`src/rtl/rle_encoder_pkg.sv`:
```
// rle_encoder_pkg: shared widths, word flag and word builder for the capture RLE path
package rle_encoder_pkg;
  localparam int DW = 16;
  localparam int CW = 15;
  localparam int SW = 25;
  localparam int RLE_FLAG_BIT = 15;
  localparam logic [CW-1:0] RUN_MAX = 15'h7FFF;
  typedef enum logic {SAMPLE = 1'b0, COUNT = 1'b1} word_t;
  function automatic logic [DW-1:0] mk_word(word_t t, logic [CW-1:0] p);
    return {logic'(t), p};
  endfunction
endpackage

```
`src/rtl/rle_encoder_if.sv`:
```
// rle_encoder_if: raw capture sample in, encoded word stream out
interface rle_encoder_if;
  import rle_encoder_pkg::*;
  logic [DW-1:0] capture_data;
  logic [DW-1:0] rle_data;
  logic rle_valid;
  logic [SW-1:0] rle_sample_cnt;
  modport master (input capture_data, output rle_data, rle_valid, rle_sample_cnt);
  modport slave (output capture_data, input rle_data, rle_valid, rle_sample_cnt);
endinterface

```
`src/rtl/rle_out_queue.sv`:
```
// rle_out_queue: 2-entry FIFO taking up to two words per cycle, head bypasses when empty
module rle_out_queue
  import rle_encoder_pkg::*;
(
  input  logic core_clk,
  input  logic core_rst_n,
  input  logic [1:0] push_n,
  input  logic [DW-1:0] w0,
  input  logic [DW-1:0] w1,
  output logic [DW-1:0] head,
  output logic head_valid
);
  logic [DW-1:0] mem [2];
  logic [1:0] cnt;
  logic [2:0] avail;
  logic [DW-1:0] e1, e2;
  // held words come out ahead of this cycle's pushes; e1/e2 are what remains after the pop
  always_comb begin
    avail = {1'b0, cnt} + {1'b0, push_n};
    head = cnt != 2'd0 ? mem[0] : w0;
    head_valid = avail != 3'd0;
    e1 = cnt == 2'd2 ? mem[1] : cnt == 2'd1 ? w0 : w1;
    e2 = cnt == 2'd2 ? w0 : w1;
  end
  always_ff @(posedge core_clk or negedge core_rst_n)
    if (!core_rst_n) begin
      cnt <= '0;
      mem[0] <= '0;
      mem[1] <= '0;
    end else begin
      cnt <= head_valid ? 2'(avail - 3'd1) : 2'd0;
      mem[0] <= e1;
      mem[1] <= e2;
    end
  assert property (@(posedge core_clk) disable iff (!core_rst_n) avail <= 3'd3);
endmodule

```
`src/rtl/rle_encoder.sv`:
```
// rle_encoder: run-length encodes capture_data[14:0] into sample/count words
module rle_encoder
  import rle_encoder_pkg::*;
(
  input  logic core_clk,
  input  logic core_rst_n,
  rle_encoder_if.master bus
);
  logic has_cur, same, sat, unused_ch15;
  logic [CW-1:0] cur, run, x;
  logic [1:0] push_n;
  logic [DW-1:0] w0, w1, head;
  logic head_valid;
  always_comb begin
    x = bus.capture_data[CW-1:0];
    unused_ch15 = bus.capture_data[RLE_FLAG_BIT];
    same = has_cur && x == cur;
    sat = same && run == RUN_MAX;
    push_n = !has_cur ? 2'd1 : same ? {1'b0, sat} : run != '0 ? 2'd2 : 2'd1;
    w0 = (sat || (has_cur && !same && run != '0)) ? mk_word(COUNT, run) : mk_word(SAMPLE, x);
    w1 = mk_word(SAMPLE, x);
  end
  rle_out_queue u_q (
    .core_clk(core_clk),
    .core_rst_n(core_rst_n),
    .push_n(push_n),
    .w0(w0),
    .w1(w1),
    .head(head),
    .head_valid(head_valid)
  );
  // a saturated run restarts at 1: this sample is the first repeat of the next chunk
  always_ff @(posedge core_clk or negedge core_rst_n)
    if (!core_rst_n) begin
      has_cur <= 1'b0;
      cur <= '0;
      run <= '0;
      bus.rle_data <= '0;
      bus.rle_valid <= 1'b0;
      bus.rle_sample_cnt <= '0;
    end else begin
      has_cur <= 1'b1;
      if (!same) cur <= x;
      run <= !same ? '0 : sat ? CW'(1) : run + 1'b1;
      bus.rle_valid <= head_valid;
      if (head_valid) bus.rle_data <= head;
      bus.rle_sample_cnt <= bus.rle_sample_cnt +
        (!head_valid ? SW'(0) : head[RLE_FLAG_BIT] ? SW'(head[CW-1:0]) : SW'(1));
    end
endmodule

```
`src/flat_wrapper.sv`:
```
// flat-port wrapper written by rule: the top's interface ports become plain ports
module rle_encoder_flat import rle_encoder_pkg::*;
  (core_clk, core_rst_n, bus_capture_data, bus_rle_data, bus_rle_valid, bus_rle_sample_cnt);
  rle_encoder_if bus_i ();
  input  logic core_clk;
  input  logic core_rst_n;
  input wire logic [$bits(bus_i.capture_data)-1:0] bus_capture_data;
  output wire logic [$bits(bus_i.rle_data)-1:0] bus_rle_data;
  output wire logic [$bits(bus_i.rle_valid)-1:0] bus_rle_valid;
  output wire logic [$bits(bus_i.rle_sample_cnt)-1:0] bus_rle_sample_cnt;
  assign bus_i.capture_data = bus_capture_data;
  assign bus_rle_data = bus_i.rle_data;
  assign bus_rle_valid = bus_i.rle_valid;
  assign bus_rle_sample_cnt = bus_i.rle_sample_cnt;
  rle_encoder u_core (.core_clk(core_clk), .core_rst_n(core_rst_n), .bus(bus_i));
endmodule
```
`config.mk`:
```
export PLATFORM = sky130hd
export DESIGN_NAME = rle_encoder_flat
export DESIGN_NICKNAME = d
export VERILOG_FILES = /design/src/rtl/rle_encoder_pkg.sv /design/src/rtl/rle_encoder_if.sv /design/src/rtl/rle_out_queue.sv /design/src/rtl/rle_encoder.sv /design/src/flat_wrapper.sv
export SDC_FILE = /design/constraint.sdc
export NUM_CORES = 1
export LEC_CHECK = 0
export CORE_ASPECT_RATIO = 0.9
export CORE_MARGIN = 8
export CORE_UTILIZATION = 55
export DETAILED_ROUTE_END_ITERATION = 8
export PLACE_DENSITY = 0.81
export SETUP_SLACK_MARGIN = 0.15
export SYNTH_ARGS = -nofsm -noshare
export SYNTH_HDL_FRONTEND = slang
export SYNTH_SLANG_ARGS = --single-unit
```
`constraint.sdc`:
```
create_clock -name core_clk -period 7.6 [get_ports core_clk]
set_input_delay 1.52 -clock core_clk [delete_from_list [all_inputs] [get_ports core_clk]]
set_output_delay 1.52 -clock core_clk [all_outputs]
set_load 0.02 [all_outputs]
```
==> Yosys cells after proc, flatten, opt, wreduce, memory -nomap -nowiden <==
Cells that the tools add are included.
{ "op_classes": {"muxes": 13, "reduce_logical": 9, "n_eq_ne": 4, "addsub": 4} }
{ "op_table": {"columns": ["op", "n"], "rows": [
  ["16-bit 2-to-1 mux", 5],
  ["15-bit 2-to-1 mux", 3],
  ["25-bit adder", 1],
  ["25-bit 2-to-1 mux", 1],
  ["15-bit by 1-bit adder with 15-bit output (second input constant)", 1],
  ["15-bit == test", 1],
  ["15-bit == test (second input constant)", 1],
  ["15-bit nonzero test", 1],
  ["2-bit 2-to-1 mux", 4],
  ["1-bit logical AND", 4],
  ["2-bit by 2-bit adder with 3-bit output", 1],
  ["3-bit nonzero test", 1],
  ["2-bit by 1-bit == test with 1-bit output (second input constant)", 1],
  ["2-bit == test (second input constant)", 1],
  ["2-bit nonzero test", 1],
  ["2-bit by 1-bit subtractor with 2-bit output (second input constant)", 1],
  ["1-bit logical NOT", 1],
  ["1-bit logical OR", 1]
]} }
{ "word_totals": {"out_inout_bits": 42, "in_bits": 18, "word_cells": 39, "register_bits": 107} }

==> Logic depth before layout (Yosys ltp) <==
{ "logic_depth": {"depth_word": 11, "mapped_depth": 22, "mapped_depth_nobuf": 21} }

==> By module <==
A second synthesis with hierarchy kept.
{ "unflattened": {"hier_cells": 495, "hier_area_um2": 5796.8} }
{ "by_module_without_submodules": {"columns": ["module", "instances", "seq_area_each_um2", "area_per_inst_um2", "cells_each"], "rows": [
  ["rle_encoder", 1, 1826.8, 3901.2, 362],
  ["rle_out_queue", 1, 850.8, 1895.6, 133]
]} }

==> Worst setup path after synthesis <==
OpenSTA, ideal clock, no wires.
{ "synth_timing": {"path_kind": "input -> register", "from": "in bus_capture_data[4]", "to": "reg u_core.bus.rle_sample_cnt[20]", "setup_time_ns": 0.126, "arrival_time_ns": 5.844, "slack_ns": 1.630, "n_path_buf": 2, "stages": 20, "required_ns": 7.474, "cell_sequence": "xor2_1 > nor4_4 > nand4_4 > and2_1 > nor2_1 > ha_1 > fa_1 > nor3_1 > inv_1 > clkbuf_1 > o2bb2ai_1 > ha_1 > fa_1 > a21oi_1 > o21ai_0 > a31oi_1 > o21ba_2 > clkbuf_1 > nor4_1 > a311o_1"} }
{ "synth_between": {"word_cells_on_any_way": 16, "classes_between": "add/sub: 2; eq/ne: 1; mux: 6; reduce/logical: 7"} }
{ "synth_rtl": {"columns": ["element", "line_no", "text"], "rows": [
  ["start: declaration", "flat_wrapper.sv:7", "input wire logic [$bits(bus_i.capture_data)-1:0] bus_capture_data;"],
  ["15-bit == test (*)", "rle_encoder.sv:17", "same = has_cur && x == cur;"],
  ["1-bit logical AND (*)", "rle_encoder.sv:17", null],
  ["1-bit logical AND", "rle_encoder.sv:18", "sat = same && run == RUN_MAX;"],
  ["2-bit 2-to-1 mux (*) (2 in a row)", "rle_encoder.sv:19", "push_n = !has_cur ? 2'd1 : same ? {1'b0, sat} : run != '0 ? 2'd2 : 2'd1;"],
  ["2-bit by 2-bit adder with 3-bit output (*)", "rle_out_queue.sv:19", "avail = {1'b0, cnt} + {1'b0, push_n};"],
  ["3-bit nonzero test (*)", "rle_out_queue.sv:21", "head_valid = avail != 3'd0;"],
  ["net u_core.head_valid", "rle_encoder.sv:13", "logic head_valid;"],
  ["25-bit 2-to-1 mux (*)", "rle_encoder.sv:48", "(!head_valid ? SW'(0) : head[RLE_FLAG_BIT] ? SW'(head[CW-1:0]) : SW'(1));"],
  ["25-bit adder (*)", "rle_encoder.sv:47", "bus.rle_sample_cnt <= bus.rle_sample_cnt +"],
  ["end signal: assignment", "rle_encoder.sv:47", null],
  ["end: declaration", "rle_encoder_if.sv:8", "modport master (input capture_data, output rle_data, rle_valid, rle_sample_cnt);"]
]} }
The timed path passes the listed nets; every way through them passes the cells marked *.
A chain may end at the register's enable or synchronous reset.

==> Worst setup path after layout <==
{ "layout_timing": {"from": "in bus_capture_data[7]", "to": "reg u_core.bus.rle_sample_cnt[20]"} }
{ "layout_between": {"elab_chain_len": 11, "word_cells_on_any_way": 16, "classes_between": "add/sub: 2; eq/ne: 1; mux: 6; reduce/logical: 7"} }
{ "layout_lines": {"columns": ["element", "line_no"], "rows": [
  ["branches (longest 9 deep; another with 2-bit by 2-bit adder with 3-bit output)", null],
  ["25-bit 2-to-1 mux (*)", "rle_encoder.sv:48"],
  ["25-bit adder (*)", "rle_encoder.sv:47"]
]} }
Mark *: on every way between the ends.

==> metrics <==
critical path arrival 6.94 ns; post-route ant nets 0; cell taking the most area after synthesis dfrtp_1; largest net degree at the start of global routing 89; Clock Skew 0.01396 ns; TritonCTS clock tree built; die width 124.1 um; area of the die 14050 um^2; most frequent cell after synthesis dfrtp_1; max incr delay on CP 0.52 ns; run status complete, no violations; CTS root buf clkbuf_16; Num CTS Buffers 9; sequential standard cell area 2678 um^2; clk sinks 107; DR vias/cell 6.206; Final Max Tran Viols 0; synthesized flop and latch total 107; vias 4524; H-tree depth 3; worst path bufs/invs 3; P_leak 2.865 nW; XOR/XNOR Fraction of Synth Area 6.364%; Rel. slew slack 25.32%; Worst Setup Start Kind primary input; synth top area cells dfrtp_1 46%, xor2_1 4.4%, nor2_1 4.1%; Post-Synth Simple-Gate Area 17.08%; Post-DP Area 6355 um^2; Worst Hold Class reg2reg; clock slew at reported path FFs 0.08 ns; CP top delay family compound AO/OA/AOI/OAI gates; 1st-iter DRT viols 420; Post-Synth Adder-Cell Area 4.589%; DP Wirelength 9.755 mm; Max-Cap Viols 0; ant diodes 0; CORE AREA 10250 um^2; sequential share of the synthesized area 46.32%; fin crit period 6.706 ns; worst-path fanout max 13; critical-path cell list clkdlybuf4s50_1 > xor2_1 > nor4_4 > nand4_4 > and2_1 > nor2_1 > ha_1 > fa_1 > nor3_2 > inv_1 > buf_4 > o21ai_0 > a31o_2 > o2bb2ai_1 > ha_1 > fa_1 > a21oi_1 > o21ai_0 > a31oi_1 > o21ba_2 > nor4_1 > a311o_1; worst skew pair latency 0.36 ns; setup_tns 0 ns; Netlist cell types 59; layout cells sized above 1 9.500%; Critical-path top delay cell clkdlybuf4s50_1; CTS Hold Buffers Added 0; Post-Layout Inst Area 6661 um^2; Area Overhead vs Synth 15.24%; Pwr Density 201.6 nW/um^2; number of synthesized flops with an enable pin 0; top cell type's share of synthesized area 46.32%; Critical Path Stages 22; Congestion Overflow GR 0; post-synthesis mux area share 7.641%; largest family of logic cells by synthesized area simple AND/OR/NAND/NOR gates; CTS max path bufs 2; Post-Synthesis Cells 569; DR WL/cell 19.88 um; Worst setup EP type flip-flop; top cells by count, synth 107 x dfrtp_1, 63 x nor2_1, 34 x a21oi_1, 34 x clkbuf_1, 33 x nand2_1; syn_nets 607; vias in the first global route 4625; GP Congestion 0.8564; worst-margin pin slew 1.120 ns; Initial DRT Pass Iterations 5; cells on worst reg2reg path 22; DRC 0; RSZ-0062 raised after global routing no; Worst Path Required 7.84 ns; Setup WS pre-CTS 0.5678 ns; post-synthesis area per instance 10.16 um^2; Multi-input gate area 2870 um^2; Hold Path Stages 2; fraction of synthesis flops using an asynchronous set or reset pin 100.0%; global-route usage over all layers 21.35%; Mapped Area 5781 um^2; die height 113.3 um; first-pass GRT wire length 23.80 mm; IO Count 60; Tcrit/Tclk final 88.24%; initial antenna violation count 0; fill count 818; Initial Utilization 56.41%; Finish-stage setup viols 0; Max Fclk 0.1491 GHz; Post-CTS Setup Bufs 0; Fin. Hold Viols 0; peak supply drop 0.1510 mV; standard-cell rows 35; Synth Area in Compound Gates 13.79%; CP Class in2reg; ys flop type dfrtp_1; routed wire length 14.49 mm; final net count 633; crit path setup slack, layout 0.8940 ns; Yosys Warn Count 0; number of port buffers 58; post_cts resized 0
-- worst register-to-register path: cells and delay by family (launching register included) --
kind,cells,cell delay (ns)
compound gates,9,2.37
fa+ha+maj,5,1.56
simple gates,5,0.77
buf+inv,3,0.38
flops,1,0.46
-- final timing paths --
check                                        startpoint  slack, ns                       endpoint
worst min-delay path            u_core.bus.rle_data[13]       0.49        u_core.bus.rle_data[13]
worst min register to register  u_core.bus.rle_data[13]       0.49        u_core.bus.rle_data[13]
worst max-delay path                bus_capture_data[7]       0.89  u_core.bus.rle_sample_cnt[20]
worst max register to register            u_core.run[0]       1.96  u_core.bus.rle_sample_cnt[20]
min in group asynchronous                    core_rst_n       1.03         u_core.bus.rle_data[4]
max in group asynchronous                    core_rst_n       5.17  u_core.bus.rle_sample_cnt[15]
-- power by group --
part	switching, W	total [W]	internal [W]
clock network	0.000234	0.000475	0.000242
logic	0.000130	0.000228	0.0000985
registers	0.0000264	0.000640	0.000613
-- cells in the final DEF, fill, tap and decap left out, types with 12 or more instances in the layout --
master           synthesis  final
dfrtp_1                107    107
nor2_1                  63     62
clkdlybuf4s50_1          0     57
a21oi_1                 34     34
nand2_1                 33     33
xor2_1                  29     29
nor3_1                  25     24
o21ai_0                 21     21
ha_1                    18     18
nand3_1                 16     16
mux2i_1                 16     16
xnor2_1                 13     13
nand4_1                 12     12
-- per-layer routing --
layer  GRT usage (%)  part of all wire [%]  vias to the layer above
met3           5.724                   7.3                       27
li1                -                     -                     2097
met5               0                     0                        -
met1           28.06                    43                     2260
met4           7.607                   1.9                        0
met2           33.00                    48                      140
-- state kept, by name, indices dropped and copies added, names as in the netlist --
name,cells
u_core.u_q.mem,32
u_core.u_q.cnt,2
u_core.bus.rle_valid,1
u_core.bus.rle_sample_cnt,25
u_core.bus.rle_data,16
u_core.run,15
u_core.has_cur,1
u_core.cur,15
-- through the flow --
step / hold WS, ns / cells / util [%] / power [W]
3_5_place_dp: 0.4749 / 713 / 62.01 / 0.0008781
5_1_grt: 0.5103 / 729 / 65.01 / 0.001393
2_1_floorplan: 0.4707 / 569 / - / 0.0007721
6_report: 0.4912 / 729 / 65.01 / 0.001343
4_1_cts: 0.4919 / 729 / 65.01 / 0.001352
3_3_place_gp: 0.4653 / 713 / 62.01 / 0.0008688
-- logic make-up (layout without fill, tap and decap cells) --
logic type,Yosys count,after routing
flops,107,107
fa+ha+maj,20,20
simple gates,189,189
compound gates,119,119
mux,35,35
buf+inv,56,87
xor+xnor,42,42
other cells,1,1
-- final cells by class --
| cell class | count | area share, % |
|---|---|---|
| Clock buffer | 10 | 3.588 |
| Clock inverter | 6 | 1.014 |
| Inverter | 8 | 0.4508 |
| Multi-Input combinational cell | 406 | 43.09 |
| Sequential cell | 107 | 40.20 |
| Tap cell | 129 | 2.423 |
| Timing Repair Buffer | 63 | 9.241 |
No activity file was read; power rests on OpenSTA's default activity.
